### config.mk
export PLATFORM = sky130hd
export DESIGN_NAME = enigma_stream_feeder
export DESIGN_NICKNAME = d
export VERILOG_FILES = /design/src/rtl/enigma_pkg.sv /design/src/rtl/enigma_byte_fifo.sv /design/src/rtl/enigma_stream_feeder.sv
export SDC_FILE = /design/constraint.sdc
export NUM_CORES = 1
export LEC_CHECK = 0
export ABC_CLOCK_PERIOD_IN_PS = 3260
export BUFFER_PORTS_ARGS = -buffer_cell sky130_fd_sc_hd__buf_4
export CAP_MARGIN = 20
export CELL_PAD_IN_SITES_DETAIL_PLACEMENT = 1
export CELL_PAD_IN_SITES_GLOBAL_PLACEMENT = 1
export CORE_ASPECT_RATIO = 0.5
export CORE_UTILIZATION = 44
export CTS_CLUSTER_SIZE = 16
export DETAILED_ROUTE_END_ITERATION = 8
export PLACE_DENSITY = 0.85
export SLEW_MARGIN = 20
export SYNTH_ARGS = -nofsm -noshare
export SYNTH_HDL_FRONTEND = slang
export SYNTH_SLANG_ARGS = --single-unit
### constraint.sdc
create_clock -name clk -period 3.26 [get_ports clk]
set_clock_uncertainty 0.15 [all_clocks]
set_input_delay 0.652 -clock clk [delete_from_list [all_inputs] [get_ports clk]]
set_output_delay 0.652 -clock clk [all_outputs]
set_load 0.03 [all_outputs]
### src/rtl/enigma_pkg.sv
// Shared constants, state encoding and ASCII helpers for the enigma stream feeder.
package enigma_pkg;

  localparam logic [7:0] ASCII_A  = 8'h41;
  localparam logic [7:0] ASCII_Z  = 8'h5A;
  localparam logic [7:0] ASCII_a  = 8'h61;
  localparam logic [7:0] ASCII_z  = 8'h7A;
  localparam logic [7:0] ASCII_Q  = 8'h3F;
  localparam logic [7:0] CASE_BIT = 8'h20;

  typedef enum logic [1:0] {
    IDLE,
    ISSUE,
    WAIT,
    OUT
  } feeder_state_t;

  function automatic logic is_lower(input logic [7:0] b);
    return (b >= ASCII_a) && (b <= ASCII_z);
  endfunction

  function automatic logic is_letter(input logic [7:0] b);
    return ((b >= ASCII_A) && (b <= ASCII_Z)) || is_lower(b);
  endfunction

  function automatic logic [7:0] to_upper(input logic [7:0] b);
    return b & ~CASE_BIT;
  endfunction

  // The '?' error marker is never case-adjusted.
  function automatic logic [7:0] restore_case(input logic [7:0] res, input logic lower);
    if (res == ASCII_Q) return res;
    return res | (lower ? CASE_BIT : 8'h00);
  endfunction

endpackage

### src/rtl/enigma_byte_fifo.sv
// Synchronous show-ahead FIFO with full/empty flags and an occupancy count.
module enigma_byte_fifo #(
  parameter int unsigned DEPTH = 4,
  parameter int unsigned WIDTH = 8
) (
  input  logic                       clk,
  input  logic                       reset,
  input  logic                       push,
  input  logic [WIDTH-1:0]           din,
  input  logic                       pop,
  output logic [WIDTH-1:0]           dout,
  output logic                       full,
  output logic                       empty,
  output logic [$clog2(DEPTH):0]     count
);

  localparam int unsigned AW = $clog2(DEPTH);

  logic [WIDTH-1:0] mem [DEPTH];
  logic [AW-1:0]    wr_ptr;
  logic [AW-1:0]    rd_ptr;
  logic             do_push;
  logic             do_pop;

  assign full    = (count == (AW+1)'(DEPTH));
  assign empty   = (count == '0);
  assign do_push = push && !full;
  assign do_pop  = pop && !empty;
  assign dout    = mem[rd_ptr];

  always_ff @(posedge clk) begin
    if (do_push) mem[wr_ptr] <= din;
  end

  always_ff @(posedge clk) begin
    if (reset) begin
      wr_ptr <= '0;
      rd_ptr <= '0;
      count  <= '0;
    end else begin
      if (do_push) wr_ptr <= wr_ptr + 1'b1;
      if (do_pop)  rd_ptr <= rd_ptr + 1'b1;
      case ({do_push, do_pop})
        2'b10:   count <= count + 1'b1;
        2'b01:   count <= count - 1'b1;
        default: count <= count;
      endcase
    end
  end

endmodule

### src/rtl/enigma_stream_feeder.sv
// Host byte stream front-end for the enigma core: buffers bytes, sends letters one at a
// time to the core, bypasses non-letters, restores case and emits in input order.
module enigma_stream_feeder
  import enigma_pkg::*;
#(
  parameter int unsigned FIFO_DEPTH = 4,
  parameter int unsigned TIMEOUT    = 64
) (
  input  logic        clk,
  input  logic        reset,
  input  logic        s_valid,
  output logic        s_ready,
  input  logic [7:0]  s_data,
  output logic        core_valid,
  output logic [7:0]  core_din,
  input  logic        core_done,
  input  logic [7:0]  core_dout,
  output logic        m_valid,
  input  logic        m_ready,
  output logic [7:0]  m_data,
  output logic        busy,
  output logic        err_timeout,
  output logic [15:0] char_count
);

  localparam int unsigned CW = $clog2(FIFO_DEPTH) + 1;
  localparam int unsigned TW = $clog2(TIMEOUT + 1);

  feeder_state_t   state;
  logic [TW-1:0]   timer;
  logic            cur_lower;

  logic            fifo_push;
  logic            fifo_pop;
  logic [7:0]      fifo_dout;
  logic            fifo_full;
  logic            fifo_empty;
  logic [CW-1:0]   fifo_count;

  assign s_ready   = !fifo_full;
  assign fifo_push = s_valid && !fifo_full;
  assign fifo_pop  = (state == IDLE) && !fifo_empty;
  assign busy      = (state != IDLE) || (fifo_count != '0);

  enigma_byte_fifo #(
    .DEPTH (FIFO_DEPTH),
    .WIDTH (8)
  ) u_fifo (
    .clk   (clk),
    .reset (reset),
    .push  (fifo_push),
    .din   (s_data),
    .pop   (fifo_pop),
    .dout  (fifo_dout),
    .full  (fifo_full),
    .empty (fifo_empty),
    .count (fifo_count)
  );

  // core_din keeps the upper-cased letter from the ISSUE pulse until the next letter.
  always_ff @(posedge clk) begin
    if (reset) begin
      state       <= IDLE;
      timer       <= '0;
      cur_lower   <= 1'b0;
      core_valid  <= 1'b0;
      core_din    <= '0;
      m_valid     <= 1'b0;
      m_data      <= '0;
      err_timeout <= 1'b0;
      char_count  <= '0;
    end else begin
      core_valid <= 1'b0;
      case (state)
        IDLE: begin
          if (!fifo_empty) begin
            cur_lower <= is_lower(fifo_dout);
            if (is_letter(fifo_dout)) begin
              core_valid <= 1'b1;
              core_din   <= to_upper(fifo_dout);
              state      <= ISSUE;
            end else begin
              m_valid <= 1'b1;
              m_data  <= fifo_dout;
              state   <= OUT;
            end
          end
        end
        ISSUE: begin
          timer <= '0;
          if (core_done) begin
            m_valid <= 1'b1;
            m_data  <= restore_case(core_dout, cur_lower);
            state   <= OUT;
          end else begin
            state <= WAIT;
          end
        end
        WAIT: begin
          if (core_done) begin
            m_valid <= 1'b1;
            m_data  <= restore_case(core_dout, cur_lower);
            state   <= OUT;
          end else if (timer == TW'(TIMEOUT - 1)) begin
            m_valid     <= 1'b1;
            m_data      <= ASCII_Q;
            err_timeout <= 1'b1;
            state       <= OUT;
          end else begin
            timer <= timer + 1'b1;
          end
        end
        OUT: begin
          if (m_ready) begin
            m_valid    <= 1'b0;
            char_count <= char_count + 1'b1;
            state      <= IDLE;
          end
        end
        default: state <= IDLE;
      endcase
    end
  end

endmodule

* Word level (Yosys, flattened, before mapping)
Memories as Yosys holds them, arrays and structs flattened. A register that Yosys moved wholly into a read port is not among the register bits. Index checks and enable logic that the tools add are counted.
Cells by class: $add $sub $neg 6, multiply operators 0, div/mod/pow operators 0, $lt $le $gt $ge 4, eq/ne operators 15, shift operators 0, multiplexer cells 39, bitwise operators 4, reductions and logical operators 26
Operator list (number):
- $mux W8 | 8
- $pmux W8 S3 | 1
- $add A16 B1 Y16 const B | 1
- $ge A8 B7 Y1 const B | 2
- $le A8 B7 Y1 const B | 2
- $mux W1 | 16
- $mux W2 | 7
- $mux W7 | 2
- $pmux W7 S2 | 1
- $ne A2 B2 Y1 const B | 6
- $reduce_and A3 Y1 | 4
- $reduce_and A5 Y1 | 2
- $eq A8 B6 Y1 const B | 1
- $or A8 B6 Y8 | 1
- $pmux W2 S4 | 1
- $add A7 B1 Y7 const B | 1
- $eq A7 B6 Y1 const B | 1
- $eq A2 B2 Y1 const B | 3
- $logic_and A1 B1 Y1 | 6
- $mux W6 | 1
- $pmux W3 S2 | 1
- $reduce_bool A2 Y1 | 3
- $reduce_bool A3 Y1 | 2
- $add A2 B1 Y2 const B | 2
- 13 further kinds | 19
Word-level totals: register bits after elaboration 51, latch bits 0, bits in writable memories 32, bits in read-only memories 0, bits of input ports 21, output and inout port bits 37, logic and storage cells 107, memories 1
Memory list:
- u_fifo.mem | depth 4, width 8, rd ports 1, clocked after memory_dff 1, write ports 1, RTL line enigma_byte_fifo.sv:19 | logic [WIDTH-1:0] mem [DEPTH];

* Depth between registers and ports, before layout
depth in word-level cells 8, mapped depth 10, depth with buffers taken out 10

* Hierarchy
A second synthesis with hierarchy kept.
Unflattened totals: cell total of the unflattened synthesis 363, area total of the unflattened synthesis 3906.2 sq um
Modules (own cells, without submodules):
- enigma_stream_feeder | instances 1, cells each 267, area an instance 2275.9 sq um
- enigma_byte_fifo | instances 1, cells each 96, area an instance 1630.3 sq um

* Worst setup path after synthesis
OpenSTA, ideal clock, no wires.
path type reg2reg, start point reg u_fifo.count[0], end point reg u_fifo.count[2], data arrival time 2.245 ns, data required time 3.039 ns, path slack 0.794 ns, cell stages (with the launch flop) 11, path buffers 0, cells stage by stage dfxtp_1 > inv_1 > nand3_1 > and2_1 > inv_1 > ha_1 > inv_1 > fa_1 > xor2_1 > or3_1 > a21oi_1
Between the ends: word-level cells in the longest chain between the ends 6, elaborated cells on any way between the ends 14, classes of those cells add/sub: 2; eq/ne: 3; mux: 1; reduce/logical: 8
RTL lines:
- from (decl) | RTL line enigma_byte_fifo.sv:14 | output logic [$clog2(DEPTH):0] count
- from (signal assigned) | RTL line enigma_byte_fifo.sv:44 | 2'b10: count <= count + 1'b1;
- from (signal assigned) | RTL line enigma_byte_fifo.sv:45 | 2'b01: count <= count - 1'b1;
- from (signal assigned) | RTL line enigma_byte_fifo.sv:46 | default: count <= count;
- $eq A3 B3 Y1 (*) | RTL line enigma_byte_fifo.sv:25 | assign full = (count == (AW+1)'(DEPTH));
- $logic_not A1 Y1 (*)
- net s_ready | RTL line enigma_stream_feeder.sv:12 | output logic s_ready,
- $logic_and A1 B1 Y1 | RTL line enigma_stream_feeder.sv:41 | assign fifo_push = s_valid && !fifo_full;
- $logic_and A1 B1 Y1 (*) | RTL line enigma_byte_fifo.sv:27 | assign do_push = push && !full;
- $eq A2 B1 Y1 / $eq A2 B2 Y1 (equally long branches) | RTL line enigma_byte_fifo.sv:43 | case ({do_push, do_pop})
- $pmux W3 S2 / $reduce_bool A2 Y1 (equally long branches)
Mark *: on every way through the listed nets, which the timed path passes. The rest lies on a longest branch. A chain may end at the register's enable or synchronous reset.

* Worst setup path after layout
start point reg state[0], end point reg m_data[6]
Between the ends: word-level cells in the longest chain between the ends 3, elaborated cells on any way between the ends 10, classes of those cells eq/ne: 6; mux: 1; reduce/logical: 3
RTL lines:
- from (decl) | RTL line enigma_stream_feeder.sv:29 | feeder_state_t state;
- from (signal assigned) | RTL line enigma_stream_feeder.sv:63 | state <= IDLE;
- from (signal assigned) | RTL line enigma_stream_feeder.sv:81 | state <= ISSUE;
- from (signal assigned) | RTL line enigma_stream_feeder.sv:85 | state <= OUT;
- $eq A2 B2 Y1 (tied with other cells) | RTL line enigma_stream_feeder.sv:74 | case (state)
- $ne A3 B3 Y1 (no source line) (tied with other cells)
- $reduce_and A5 Y1 (no source line)
- to (signal assigned) | RTL line enigma_stream_feeder.sv:84 | m_data <= fifo_dout;
- to (signal assigned) | RTL line enigma_stream_feeder.sv:93 | m_data <= restore_case(core_dout, cur_lower);
- to (signal assigned) | RTL line enigma_stream_feeder.sv:102 | m_data <= restore_case(core_dout, cur_lower);
- to (decl) | RTL line enigma_stream_feeder.sv:20 | output logic [7:0] m_data,
Several ways; a longest one is shown, not always the timed one.

==> summary.txt <==
Floorplanning
  – Top-level port count: 58
  – Die Ht: 67.64 um
  – Initial core utilization: 46.39%
  – Core Box Area: 8173 um^2
  – Std-Cell Rows: 23
  – Die area: 9014 um^2
  – Die width: 133.3 um

Clocking
  – Post-CTS Setup Inserts: 0
  – CTS tree: built
  – Clk root buf: clkbuf_16
  – Post_cts resized: 0
  – Latest clock arrival within the worst-skew pair: 0.34 ns
  – Total CTS buffers: 9
  – CTS Hold Bufs: 0
  – CTS Buffer Depth: 2
  – H-tree Lvls: 3
  – Clock slew at reported path FFs: 0.06 ns
  – Sink Count: 85

Flow run
  – Max Cap Viol: 0

Power and ir drop
  – Lkg Pwr: 1.793 nW
  – Internal: 2.435 mW
  – Clk pwr share: 26.1%
  – Switching share of power: 36.52%
  – Flop pwr share: 36.4%
  – Worst vdd ir: 0.4108 mV
  – Psw: 1.401 mW
  – Pwr dens: 848.6 nW/um^2
  – Combinational share of power: 37.5%

Setup path
  – Reg-to-Reg End: m_data[6]$_SDFFE_PP0P_
  – WP data arrival: 2.89 ns
  – Crit-path max FO: 16
  – Reg2reg setup slack: 0.48 ns
  – Critical path capture point type: flop
  – Startpoint class of the critical path: flop
  – Reg2Reg Launch Point: state[0]$_SDFFE_PP0P_
  – FF-to-FF path depth: 8
  – CP endpoint: m_data[6]$_SDFFE_PP0P_
  – WP data required: 3.38 ns
  – CP Class: reg -> reg
  – Worst Setup SP: state[0]$_SDFFE_PP0P_

Synth
  – Synth cell count leaders: 53 x dfxtp_1, 40 x nor2_1, 32 x edfxtp_1, 28 x a21oi_1, 18 x nand2_1
  – Synth unique cells: 49
  – Yosys reg bits: 85
  – Ys flop type: dfxtp_1
  – Sequential fraction of the synthesis area: 53.33%
  – Async SR Flop Fraction: 0%
  – Synth Instances: 340
  – Post-synth EDFFs: 32
  – Main area contributors after synthesis: dfxtp_1 28%, edfxtp_1 25%, ha_1 4.3%
  – Synth Net Count: 375
  – Ys Warns: 0
  – Avg Cell Area, Syn: 11.15 um^2
  – Count leader, synth: dfxtp_1
  – Area leader, netlist: dfxtp_1
  – Synth Cell Area: 3791 um^2
  – Top-area cell type share of the netlist area: 27.99%

Timing
  – Fin crit period: 2.776 ns
  – Fin. Hold Viols: 0
  – Max-slew headroom: 51.00%
  – Final Cycle Share: 85.17%
  – Setup WS post-layout: 0.4836 ns
  – F_max: 360.2 MHz
  – Worst Max-Slew Pin Slew: 0.7350 ns
  – Fin. max-slew vios: 0
  – RSZ-0062 raised after global routing: false
  – Final Setup Violations: 0
  – Post-route setup TNS: 0 ns

Min path
  – Hold path start: err_timeout$_SDFFE_PP0P_
  – Hold Crit Class: reg -> reg
  – Worst hold path cell count: 2

Run status
  – Status: complete, no violations

Place
  – Place WS: 0.5119 ns
  – Post-DP HPWL: 6405 um
  – Final RePlAce weighted congestion: 0.7878
  – Port Buffers: 56

Routing
  – Remaining DRCs: 0
  – DRT Pass-1 Iters: 4
  – Via density: 5.281
  – Routed WL per cell: 17.35 um
  – Post-route ant nets: 0
  – DRT iter0 DRCs: 111
  – Routed Wire Length: 8833 um
  – DR vias: 2688

Cells and area
  – Diode count: 0
  – Number of nets in the layout: 427
  – Fraction of layout cells with a size suffix above 1: 20.40%
  – Register area: 2022 um^2
  – Area growth syn-to-layout: 19.24%
  – Area of the multi-input gates: 1587 um^2
  – Filler cell count in the final layout: 900

Global route
  – Initial antenna violation count: 0
  – Total GRT Usage: 21.13%
  – Total gr overflow: 0
  – Pin count of the biggest net entering global routing: 49
  – Vias in the first global route: 2880
  – First-pass GRT wire length: 14190 um
==> layout by cell type (no fill, tap or decap), types with 3 or more instances in the layout <==
cell type,Yosys,final
buf_4,2,57
dfxtp_1,53,53
nor2_1,40,40
edfxtp_1,32,32
a21oi_1,28,28
nand2_1,18,18
xor2_1,16,16
inv_1,15,15
ha_1,13,13
o21ai_0,12,12
nand3_1,10,10
and3_1,9,9
or3_1,9,9
mux2i_1,9,9
clkbuf_16,0,9
xnor2_1,7,7
mux4_1,6,6
nor3_1,4,4
nor2b_1,4,4
and2_1,3,3
nand4_1,3,3
nand2b_1,3,3
clkbuf_1,6,3
==> power groups by stage <==
stage                     Combinational [mW]  Sequential [mW]  Clock [mW]
after floorplan                        0.972             1.49           0
after global routing                    1.57             1.42        1.07
after global placement                  1.34             1.40           0
after CTS                               1.44             1.40        1.03
final                                   1.44             1.40        1.00
after detailed placement                1.43             1.42           0
==> layer usage <==
| metal | global-route usage, % | up-vias | wire [um] |
|---|---|---|---|
| li1 | - | 1299 | - |
| met5 | 0 | - | 0 |
| met2 | 39.19 | 38 | 4581 |
| met4 | 8.807 | 0 | 148 |
| met1 | 23.85 | 1336 | 3841 |
| met3 | 5.330 | 15 | 261 |
==> metrics by stage <==
stage / cell area (um^2) / power (mW) / hold WS [ns] / utilization (%) / instances
6_report: 4521 / 3.836 / 0.3319 / 55.31 / 509
5_1_grt: 4521 / 4.059 / 0.3502 / 55.31 / 509
4_1_cts: 4521 / 3.873 / 0.3348 / 55.31 / 509
3_5_place_dp: 4233 / 2.848 / 0.3206 / 51.79 / 493
3_3_place_gp: 4233 / 2.740 / 0.3158 / 51.79 / 493
2_1_floorplan: 3791 / 2.459 / 0.3192 / - / 340
==> registers in the layout (all words and copies together), names as in the netlist, 2 cells and up, named ones only <==
register and count:
char_count 16, u_fifo.wr_ptr 2, u_fifo.rd_ptr 2, m_data 8
u_fifo.count 3, state 2, core_din 7, u_fifo.mem 32
timer 7
==> worst min path at each step <==
stage	slack (ns)	to
floorplan	0.32	u_fifo.wr_ptr[1]$_SDFFE_PP0P_
global placement	0.32	m_data[6]$_SDFFE_PP0P_
detailed placement	0.32	err_timeout$_SDFFE_PP0P_
CTS	0.33	m_data[4]$_SDFFE_PP0P_
global route	0.35	u_fifo.mem[3][3]$_DFFE_PP_
finish	0.33	err_timeout$_SDFFE_PP0P_
==> critical path, cell delays in order (launching register included) <==
cell and delay, ns:
dfxtp_1 0.40, inv_1 0.13, ha_1 0.34, and2b_2 0.27, o31ai_1 0.13, nand2_1 0.17
or2_0 0.48, or3_1 0.47, a21oi_1 0.16
==> area by class of cell <==
cell class                 instances  share of cell area (%)
tap                              112                   3.100
clock inverter                     4                   1.135
clock buffer                      12                   5.231
sequential                        85                   44.73
inverter                          15                   1.246
multi-input combinational        224                   35.10
timing repair buffer              57                   9.466
==> kinds of logic (layout without fill, tap and decap cells) <==
logic type               Yosys count  count (layout)  synth area share [%]
flip-flops                        85              85                 53.33
other                              1               1               0.09891
buffers and inverters             31              88                 4.818
AO/OA/AOI/OAI                     54              54                 8.581
XOR/XNOR                          23              23                 5.313
adder cells (fa/ha/maj)           14              14                 4.819
multiplexers                      18              18                 8.020
AND/OR/NAND/NOR                  114             114                 15.02
Power figures use the tool's default switching activity.
